===== config.mk =====
export PLATFORM = sky130hd
export DESIGN_NAME = execute
export DESIGN_NICKNAME = d
export VERILOG_FILES = /design/src/rtl/execute.sv
export SDC_FILE = /design/constraint.sdc
export NUM_CORES = 1
export LEC_CHECK = 0
export CORE_MARGIN = 8
export CORE_UTILIZATION = 45
export DETAILED_ROUTE_END_ITERATION = 10
export DONT_BUFFER_PORTS = 1
export SETUP_SLACK_MARGIN = 0.2
export SYNTH_ARGS = -nofsm -noshare
export SYNTH_HDL_FRONTEND = slang
export SYNTH_SLANG_ARGS = --single-unit

===== constraint.sdc =====
create_clock -name cpu_clk -period 12.25 [get_ports cpu_clk]
set_input_delay 3.0625 -clock cpu_clk [delete_from_list [all_inputs] [get_ports cpu_clk]]
set_output_delay 3.0625 -clock cpu_clk [all_outputs]
set_load 0.01 [all_outputs]

===== src/rtl/execute.sv =====
// Execute stage: ALU with Z/C/N/V flags, next-PC resolution and a bit-serial shifter that stalls the read stage.
// Define BARREL_SHIFT_EN to replace the bit-serial shifter with a single-cycle barrel shifter (stall tied low).
module execute #(
   parameter int DATA_W = 16,
   parameter int PC_W   = 31,
   parameter int SH_W   = 4
) (
   input  logic              cpu_clk,
   input  logic              cpu_rst,
   input  logic              i_alu_en,
   input  logic [4:0]        i_alu_op,
   input  logic [3:0]        i_truth_table,
   input  logic [SH_W-1:0]   sh_off,
   input  logic              src_a_en,
   input  logic [DATA_W-1:0] src_a,
   input  logic              src_b_en,
   input  logic [DATA_W-1:0] src_b,
   input  logic              i_pc_set,
   input  logic              i_pc_add,
   input  logic              i_pc_inc,
   input  logic [PC_W-1:0]   pc,
   output logic              stall,
   output logic              result_valid,
   output logic [DATA_W-1:0] result,
   output logic [3:0]        o_flags,
   output logic              o_pc_load,
   output logic [PC_W-1:0]   o_pc_target,
   output logic              fsm_state
);
   localparam logic [4:0] OP_LOGIC = 5'h00, OP_ADD = 5'h01, OP_SUB = 5'h02, OP_ADC = 5'h03,
                          OP_SBC = 5'h04, OP_SHL = 5'h05, OP_SHR = 5'h06, OP_SAR = 5'h07,
                          OP_ROL = 5'h08, OP_ROR = 5'h09, OP_PASSB = 5'h0A;

   // Handshake: an op is taken on a rising edge with i_alu_en=1 and stall=0; while stall=1 the
   // read stage holds every input stable, so op, pc and PC controls are read directly at completion.

   logic [DATA_W-1:0] a, b, r, bx, sh_val;
   logic [DATA_W:0]   sum;
   logic              sh_c, c, v, cin, upd, accept, complete, pc_hit;
   logic [3:0]        new_flags;
   logic [PC_W-1:0]   pc_next;

   assign a      = src_a_en ? src_a : '0;
   assign b      = src_b_en ? src_b : '0;
   assign accept = i_alu_en && !stall;

   // One shift step: returns {bit shifted out, shifted value}.
   function automatic logic [DATA_W:0] shift_step(input logic [4:0] op, input logic [DATA_W-1:0] x);
      case (op)
         OP_SHL:  shift_step = {x[DATA_W-1], x[DATA_W-2:0], 1'b0};
         OP_SHR:  shift_step = {x[0], 1'b0, x[DATA_W-1:1]};
         OP_SAR:  shift_step = {x[0], x[DATA_W-1], x[DATA_W-1:1]};
         OP_ROL:  shift_step = {x[DATA_W-1], x[DATA_W-2:0], x[DATA_W-1]};
         OP_ROR:  shift_step = {x[0], x[0], x[DATA_W-1:1]};
         default: shift_step = {1'b0, x};
      endcase
   endfunction

`ifdef BARREL_SHIFT_EN
   assign stall     = 1'b0;
   assign fsm_state = 1'b0;
   assign complete  = accept;

   always_comb begin
      sh_val = a;
      sh_c   = o_flags[2];
      for (int i = 0; i < (1 << SH_W) - 1; i++)
         if (i < int'(sh_off)) {sh_c, sh_val} = shift_step(i_alu_op, sh_val);
   end
`else
   typedef enum logic {IDLE = 1'b0, SHIFT = 1'b1} state_t;
   state_t            state, next_state;
   logic [DATA_W-1:0] sh_reg;
   logic [SH_W-1:0]   sh_cnt;
   logic              load, is_shift;

   assign stall     = (state == SHIFT);
   assign fsm_state = state;
   assign is_shift  = (i_alu_op >= OP_SHL) && (i_alu_op <= OP_ROR);

   always_ff @(posedge cpu_clk) begin
      if (cpu_rst) state <= IDLE;
      else         state <= next_state;
   end

   always_comb begin
      next_state = state;
      load       = 1'b0;
      complete   = 1'b0;
      case (state)
         IDLE: begin
            if (accept) begin
               if (is_shift && sh_off != '0) begin
                  load       = 1'b1;
                  next_state = SHIFT;
               end else begin
                  complete = 1'b1;
               end
            end
         end
         SHIFT: begin
            if (sh_cnt == SH_W'(1)) begin
               complete   = 1'b1;
               next_state = IDLE;
            end
         end
         default: next_state = IDLE;
      endcase
   end

   // Outside SHIFT a zero-length shift passes A through with carry untouched.
   always_comb begin
      sh_val = a;
      sh_c   = o_flags[2];
      if (state == SHIFT) {sh_c, sh_val} = shift_step(i_alu_op, sh_reg);
   end

   always_ff @(posedge cpu_clk) begin
      if (cpu_rst) begin
         sh_reg <= '0;
         sh_cnt <= '0;
      end else if (load) begin
         sh_reg <= a;
         sh_cnt <= sh_off;
      end else if (state == SHIFT) begin
         sh_reg <= sh_val;
         sh_cnt <= sh_cnt - SH_W'(1);
      end
   end
`endif

   always_comb begin
      r   = '0;
      c   = o_flags[2];
      v   = o_flags[0];
      upd = 1'b1;
      bx  = b;
      cin = 1'b0;
      sum = '0;
      case (i_alu_op)
         OP_LOGIC: for (int i = 0; i < DATA_W; i++) r[i] = i_truth_table[{a[i], b[i]}];
         OP_ADD, OP_SUB, OP_ADC, OP_SBC: begin
            // Subtraction is a + ~b + carry-in; SBC borrow is ~C, so its carry-in is C itself.
            bx  = (i_alu_op == OP_SUB || i_alu_op == OP_SBC) ? ~b : b;
            cin = (i_alu_op == OP_SUB) ? 1'b1 : (i_alu_op == OP_ADD) ? 1'b0 : o_flags[2];
            sum = {1'b0, a} + {1'b0, bx} + {{DATA_W{1'b0}}, cin};
            r   = sum[DATA_W-1:0];
            c   = sum[DATA_W];
            v   = (a[DATA_W-1] == bx[DATA_W-1]) && (r[DATA_W-1] != a[DATA_W-1]);
         end
         OP_SHL, OP_SHR, OP_SAR, OP_ROL, OP_ROR: begin
            r = sh_val;
            c = sh_c;
            v = 1'b0;
         end
         OP_PASSB: r = b;
         default:  upd = 1'b0;
      endcase
      new_flags = upd ? {r == '0, c, r[DATA_W-1], v} : o_flags;
   end

   always_comb begin
      pc_next = o_pc_target;
      pc_hit  = 1'b1;
      if (i_pc_set)      pc_next = {{(PC_W-DATA_W){1'b0}}, r};
      else if (i_pc_add) pc_next = pc + {{(PC_W-DATA_W){r[DATA_W-1]}}, r};
      else if (i_pc_inc) pc_next = pc + PC_W'(1);
      else               pc_hit  = 1'b0;
   end

   always_ff @(posedge cpu_clk) begin
      if (cpu_rst) begin
         result_valid <= 1'b0;
         o_pc_load    <= 1'b0;
         result       <= '0;
         o_flags      <= '0;
         o_pc_target  <= '0;
      end else begin
         result_valid <= complete;
         o_pc_load    <= complete && pc_hit;
         if (complete) begin
            result      <= r;
            o_flags     <= new_flags;
            o_pc_target <= pc_next;
         end
      end
   end
endmodule


* Word level (Yosys, flattened, before mapping)
Cells that the tools add are included.
Widths: inputs -> output; s select.
** Storage, ports and cells
- Output and inout port bits :: 55
- Flip-flop bits (word level) :: 74
- Logic and storage cells :: 132
- Input port bits :: 84
** Cells by class
- Add/sub/neg operators :: 5
- Magnitude comparators :: 18
- Reductions and logical operators :: 20
- Muxes and demuxes :: 63
- Bitwise logic cells :: 2
- Eq/ne operators :: 14
** Operator list (number)
- $mux 16 :: 6
- $mux 31 :: 3
- $pmux 17 s5 :: 1
- $pmux 16 s4 :: 1
- $lt 2x3->1 const B :: 16
- $bmux 1 s2 :: 16
- $add 31x1->31 const B :: 1
- $add 31x31->31 :: 1
- $mux 1 :: 30
- $eq 5x3->1 const B :: 4
- $add 16x16->17 :: 1
- $add 17x1->17 :: 1
- $logic_not 16->1 :: 1
- $not 16->16 :: 1
- $eq 5x4->1 const B :: 3
- $reduce_or 11->1 :: 1
- $eq 5x2->1 const B :: 2
- $mux 4 :: 2
- $pmux 1 s2 :: 4
- $eq 5x1->1 const B :: 1
- $ge 5x3->1 const B :: 1
- $le 5x4->1 const B :: 1
- $logic_and 1x1->1 :: 5
- $logic_not 5->1 :: 1
- other kinds (16) :: 18

* Depth between registers and ports, before layout
Gate-level depths: netlist of run 1.
- Depth after elaboration :: 9
- Depth in mapped cells :: 27
- Gate-level depth less buffers :: 24

* Worst setup path after synthesis of run 1
Ideal clock, no wire load.
- Path kind :: input to register
- Start :: input i_alu_op[1]
- End :: register o_pc_target[27]
- Setup time :: 0.069 ns
- Required time :: 12.181 ns
- Path slack :: 3.801 ns
- Data arrival time :: 8.380 ns
- Cell stages on the path :: 24
- Path buffers :: 3
- Cell sequence :: buf_2 xnor2_1 or4_1 clkbuf_1 clkbuf_1 xnor2_1 fa_1 fa_1 nor2b_1 o2111ai_1 a31oi_1 a311oi_1 xnor2_1 a21oi_1 nor2b_1 ha_1 nand4_1 nor3_1 a21oi_1 a211oi_1 a41o_1 a41oi_1 xor2_1 o21ai_1
** On the way
- Word-level cells in the longest chain between the ends :: 9
- Elaborated cells on any way between the ends :: 33
- Classes of those cells :: 3 x add/sub; 2 x order compare; 10 x eq/ne; 11 x mux; 7 x reduce/logical
** Ends and longest elaborated chain
- start: declaration :: RTL line 11 : input logic [4:0] i_alu_op,
- $eq 5x2->1 or $eq 5x3->1 (tied branches) :: RTL line 140, 144, 145
- $logic_or 1x1->1 :: RTL line 144 : bx = (i_alu_op == OP_SUB || i_alu_op == OP_SBC) ? ~b : b;
- $mux 16 :: RTL line 144
- $add 16x16->17 :: RTL line 146 : sum = {1'b0, a} + {1'b0, bx} + {{DATA_W{1'b0}}, cin};
- $add 17x1->17 :: RTL line 146
- $pmux 16 s4 :: RTL line 140 : case (i_alu_op)
- $add 31x31->31 :: RTL line 166 : else if (i_pc_add) pc_next = pc + {{(PC_W-DATA_W){r[DATA_W-1]}}, r};
- $mux 31 :: RTL line 166
- $mux 31 :: RTL line 165 : if (i_pc_set) pc_next = {{(PC_W-DATA_W){1'b0}}, r};
- end signal: assignment :: RTL line 184 : o_pc_target <= pc_next;
- end: declaration :: RTL line 27 : output logic [PC_W-1:0] o_pc_target,
Parallel ways exist; a longest one is shown, timed or not.
A chain may end at the register's enable or synchronous reset.

* Worst setup path in the final report of run 1
- Start :: input i_alu_op[3]
- End :: register o_pc_target[27]
The elaborated chain is that of the path after synthesis.

==> impl_metrics.tcl, run 1 <==
set metrics [dict create \
    antenna_found_initial 1 \
    synth_largest_area_cell "dfxtp_1" \
    synth_cells 895 \
    fp.dieH_um 139 \
    grt_max_degree 60 \
    hold_viol 0 \
    critPathLaunch "i_alu_op[3]" \
    ant_nets 0 \
    areaGrowthSynthToFinish_pct 5.02 \
    post_cts_buffers 0 \
    post_drt_wl_per_cell_um 23.0 \
    fin_crit_ps 9060 \
    core-area_um2 15000 \
    cts_hold_buf 0 \
    whs_ps 473 \
    hold_class "reg -> reg" \
    fin_tns_setup_ps 0 \
    netlist.area_leader.share_pct 21.6 \
    drv_cap 0 \
    cts_buffers 9 \
    h-tree-depth 3 \
    hpwl_mm 18.3 \
    syn_area_um2 6860 \
    dr_total_vias 6723 \
    cp.required_ps 12530 \
    synth_edf_count 0 \
    drt-total-wl_mm 24.2 \
    setup_violations 0 \
    worstSetupEndpointType "register" \
    finalMaxSlewViolations 0 \
    ys.warnings.count 0 \
    largest_reg_flops 31 \
    drive_gt1_share_pct 4.97 \
    power.density_nw_per_um2 104 \
    drt_iter0_drc 610 \
    grt_pass1_vias 6697 \
    fin_util_pct 47.9 \
    grt_setup_unrepaired "false" \
    insertion_delay_ps 350 \
    yosysSeqAreaShare_pct 21.6 \
    yosys-top-cells-area "dfxtp_1 (22%), ha_1 (8.6%), a21oi_1 (5.4%), nor2_1 (5.3%), nand2_1 (4.8%)" \
    clock_sinks 74 \
    avgViaCountPerCell 6.38 \
    status "finished, final reports clean" \
    setup_ws_ps 3190 \
    worst_setup_path_start_kind "input port" \
    grt_use_total_pct 24.4 \
    path_max_fanout 16 \
    port_buffers 0 \
    synth_cell_type_count 82 \
    synth_seq_cells 74 \
    cts_tree "yes" \
    max_freq_ghz 0.110 \
    ioPinCount 139 \
    finClkSkew_ps 8.58 \
    path_class "in -> reg" \
    place_ws_ps 3040 \
    worstMarginPinSlew_ps 954 \
    nets 995 \
    peakVddDrop_mv 0.0569 \
    min-delay-start "sh_reg[13]" \
    yosysMostFrequentCell "nor2_1" \
    gp_congestion 0.981 \
    start_util_pct 45.6 \
    synth_ff_type "dfxtp_1" \
    p_leak_nw 2.95 \
    grt_overflow 0 \
    yosys-top-cells-count "nor2_1 (96), nand2_1 (88), a21oi_1 (74), dfxtp_1 (74), ha_1 (47)" \
    period_share_pct 74.0 \
    grt_pass1_wl_mm 37.6 \
    num_rows 45 \
    async_flop_share_pct 0 \
    die-area_um2 19400 \
    clk_pin_slew_ps 60 \
    cts_root_buffer "clkbuf_16" \
    r2r-start "o_flags[2]" \
    syn_area_per_cell_um2 7.66 \
    max_slew_margin_pct 36.4 \
    clockBufferDepth 2 \
    drcViolationCount 0 \
    syn_nets 1029 \
    dr.pass1.iters 6 \
    die_width_um 139 \
    crit_arrival_ps 9340 \
    post_cts_resized 0 \
]
cells in the final DEF (no fill, tap or decap), types with 14 or more instances in the layout:
| cell | Yosys | final |
|---|---|---|
| inv_1 | 32 | 32 |
| mux2i_1 | 19 | 19 |
| and2_1 | 17 | 17 |
| dfxtp_1 | 74 | 74 |
| nor2b_1 | 14 | 14 |
| o21ai_0 | 41 | 41 |
| a21o_1 | 16 | 16 |
| a22oi_1 | 16 | 16 |
| xnor2_1 | 23 | 23 |
| nand2_1 | 88 | 88 |
| xor2_1 | 29 | 29 |
| a21oi_1 | 74 | 74 |
| nor3_1 | 37 | 37 |
| nor2_1 | 96 | 96 |
| ha_1 | 47 | 47 |
| a211oi_1 | 28 | 28 |
critical path, stage by stage:
cell and delay, ps:
or4_1 970, xnor2_1 320, fa_1 470, fa_1 410, nor2b_1 200, o2111ai_1 230
a31oi_1 330, xor2_1 100, a221oi_1 670, nor2b_1 130, ha_1 410, nand4_1 150
nor3_1 430, a21oi_1 120, a211oi_1 510, a41o_1 400, a41oi_1 160, xor2_1 170
o21ai_1 110
cells by family after synthesis:
group | share of synthesized area (%)
xor gates and xnor gates | 6.97
muxes | 5.56
DFF | 21.6
buffers and inverters | 5.22
AOI/OAI and AO/OA | 29.3
adders and majority gates | 9.45
and+or+nand+nor | 21.9
routing by layer:
metal / part of all wire (%) / global-route usage (%) / vias up / routed length [um]
met5: 0 / 0 / - / 0
met2: 46 / 40.4 / 272 / 11200
li1: - / - / 3236 / -
met3: 10 / 7.80 / 45 / 2430
met1: 41 / 28.5 / 3170 / 9860
met4: 3.2 / 10.1 / 0 / 772
layout make-up:
cell class | instances | area (um2)
Antenna cell | 1 | 2.50
Multi-Input combinational cell | 736 | 5020
Fill cell | 1516 | 7830
Clock inverter | 2 | 37.5
Sequential cell | 74 | 1480
Clock buffer | 13 | 250
Tap cell | 188 | 235
Inverter | 33 | 124
Timing Repair Buffer | 7 | 52.6
final timing paths:
path                          end  slack (ps)  depth (start not counted)
hold / removal         sh_reg[13]         470                          2
hold reg to reg        sh_reg[13]         470                          2
setup reg to reg  o_pc_target[27]        6510                         19
setup / recovery  o_pc_target[27]        3190                         19
stage by stage:
stage / power [mW] / cells / instance area (um2)
after detailed placement: 0.480 / 1038 / 6910
after CTS: 0.750 / 1053 / 7200
after floorplan: 0.442 / 895 / 6860
after global placement: 0.477 / 1038 / 6910
after global routing: 0.785 / 1054 / 7200
final: 0.748 / 1054 / 7200
where the power goes:
part | switching [mW] | internal, mW | total, mW
clock | 0.108 | 0.163 | 0.271
sequential | 0.0210 | 0.258 | 0.279
combinational | 0.118 | 0.0807 | 0.199
Power figures use the tool's default switching activity.
==> run 2: changes to the inputs <==
==> constraint.sdc (replaced) <==
create_clock -name cpu_clk -period 8.6 [get_ports cpu_clk]
set_input_delay 2.15 -clock cpu_clk [delete_from_list [all_inputs] [get_ports cpu_clk]]
set_output_delay 2.15 -clock cpu_clk [all_outputs]
set_load 0.01 [all_outputs]
==> run 2 against run 1 <==
Wire length is 1.1% lower; register-to-register slack worse by 3400 ps; sequential power is 42% higher; global-route usage is 0.20 points lower; via count is 1.6% higher; critical path type unchanged.
==> impl_metrics.tcl, run 2 (synthesis gave the netlist of run 1 again) <==
set metrics [dict create \
    status "finished, final reports clean" \
    h-tree-depth 3 \
    post_cts_resized 0 \
    setup_ws_ps 819 \
    gp_congestion 0.909 \
    reg2reg_depth 22 \
    hpwl_mm 18.4 \
    hold_viol 0 \
    cts_hold_buf 0 \
    fp.dieH_um 139 \
    cts_root_buffer "clkbuf_16" \
    ant_nets 0 \
    min-delay-start "sh_reg[6]" \
    port_buffers 0 \
    insertion_delay_ps 350 \
    final_cells 1061 \
    clock_sinks 74 \
    p_leak_nw 2.99 \
    cts_buffers 9 \
    final_common_cell "nor2_1" \
    max_freq_ghz 0.129 \
    clk_pin_slew_ps 60 \
    whs_path_depth 2 \
    worst_setup_path_start_kind "input port" \
    dr.pass1.iters 5 \
    drive_gt1_share_pct 5.96 \
    grt_pass1_vias 6659 \
    antennaDiodeCount 0 \
    fin_util_pct 48.3 \
    antenna_found_initial 0 \
    grt_use_total_pct 24.2 \
    worstMarginPinSlew_ps 895 \
    grt_pass1_wl_mm 37.6 \
    post_drt_wl_per_cell_um 22.6 \
    min_to "sh_reg[6]" \
    areaGrowthSynthToFinish_pct 5.78 \
    place_ws_ps 584 \
    avgViaCountPerCell 6.44 \
    mostFrequentLayoutCells "nor2_1 (96), nand2_1 (88), a21oi_1 (74), dfxtp_1 (74), ha_1 (47)" \
    drt-total-wl_mm 23.9 \
    reg2reg_slack_ps 3090 \
    r2r-start "o_flags[2]" \
    drt_iter0_drc 531 \
    clockBufferDepth 2 \
    period_share_pct 90.5 \
    path_class "in -> reg" \
    path_max_fanout 13 \
    power.density_nw_per_um2 146 \
    finClkSkew_ps 9.55 \
    dp_cells 1047 \
    dr_total_vias 6830 \
    num_rows 45 \
    cp.required_ps 8880 \
    final_area_um2 7250 \
    whs_ps 478 \
    fill_cells 1509 \
    grt_max_degree 60 \
    hold_class "reg -> reg" \
    core-area_um2 15000 \
    power_mw 1.06 \
    fin_tns_setup_ps 0 \
    drv_cap 0 \
    largest_reg_flops 31 \
    timing.rr.end "o_pc_target[30]" \
    nets 1004 \
    crit_arrival_ps 8060 \
    cts_tree "yes" \
    grt_overflow 0 \
    max_slew_margin_pct 40.4 \
    die-area_um2 19400 \
    die_width_um 139 \
    finalMaxSlewViolations 0 \
    start_util_pct 45.6 \
    ioPinCount 139 \
    setup_violations 0 \
    worstSetupEndpointType "register" \
    grt_setup_unrepaired "false" \
    place_area_um2 6980 \
    post_cts_buffers 0 \
    peakVddDrop_mv 0.131 \
    drcViolationCount 0 \
    fin_crit_ps 7780 \
]
==> run 2: cell types whose count changed in the layout (fill, tap and decap cells not counted) <==
| cell | change |
|---|---|
| clkbuf_1 | -1 |
| diode_2 | -1 |
| buf_4 | +9 |
| clkbuf_8 | -1 |
| clkinv_2 | +1 |
==> run 2: worst max-delay path: stages <==
cell and delay [ps]:
or4_1 870, xnor2_1 280, fa_1 460, fa_1 410, nor2b_1 180, o2111ai_1 210
a31oi_1 390, a311oi_1 180, xnor2_1 150, a21oi_1 170, buf_4 150, nor2b_1 60
ha_1 370, nand4_1 140, nor3_1 420, o31a_1 300, o311ai_0 200, nand3_1 260
a211oi_1 120, nor3_1 220, xnor3_1 250, o21ai_1 110
==> run 2: area by class of cell <==
cell class              count  area, um2  share of cell area (%)
multi-input cells         736       5020                    69.2
flip-flops and latches     74       1480                    20.4
well taps                 188        235                    3.24
clock buffers              11        233                    3.21
inverters                  33        124                    1.71
repair buffers             16        120                    1.66
clock inverters             3       42.5                   0.586
==> run 2: routing by layer <==
| layer | vias to the layer above | global-route usage, % | share of wire [%] |
|---|---|---|---|
| met5 | - | 0 | 0 |
| met4 | 0 | 7.63 | 1.9 |
| met3 | 32 | 7.97 | 10 |
| met2 | 267 | 40.6 | 47 |
| met1 | 3260 | 28.5 | 41 |
| li1 | 3271 | - | - |
==> run 2: worst max-delay path by stage <==
stage	startpoint	endpoint	slack, ps	cells past startpoint
3_5_place_dp	i_alu_op[3]	o_pc_target[30]	580	22
6_report	i_alu_op[3]	o_pc_target[30]	820	22
2_1_floorplan	i_alu_op[1]	o_pc_target[27]	1060	24
5_1_grt	i_alu_op[3]	o_pc_target[30]	560	22
4_1_cts	i_alu_op[3]	o_pc_target[30]	890	22
3_3_place_gp	i_alu_op[3]	o_pc_target[30]	670	21
==> run 2: power by group <==
group	internal [mW]	switching, mW
Sequential	0.367	0.0293
Clock	0.221	0.153
Combinational	0.119	0.171
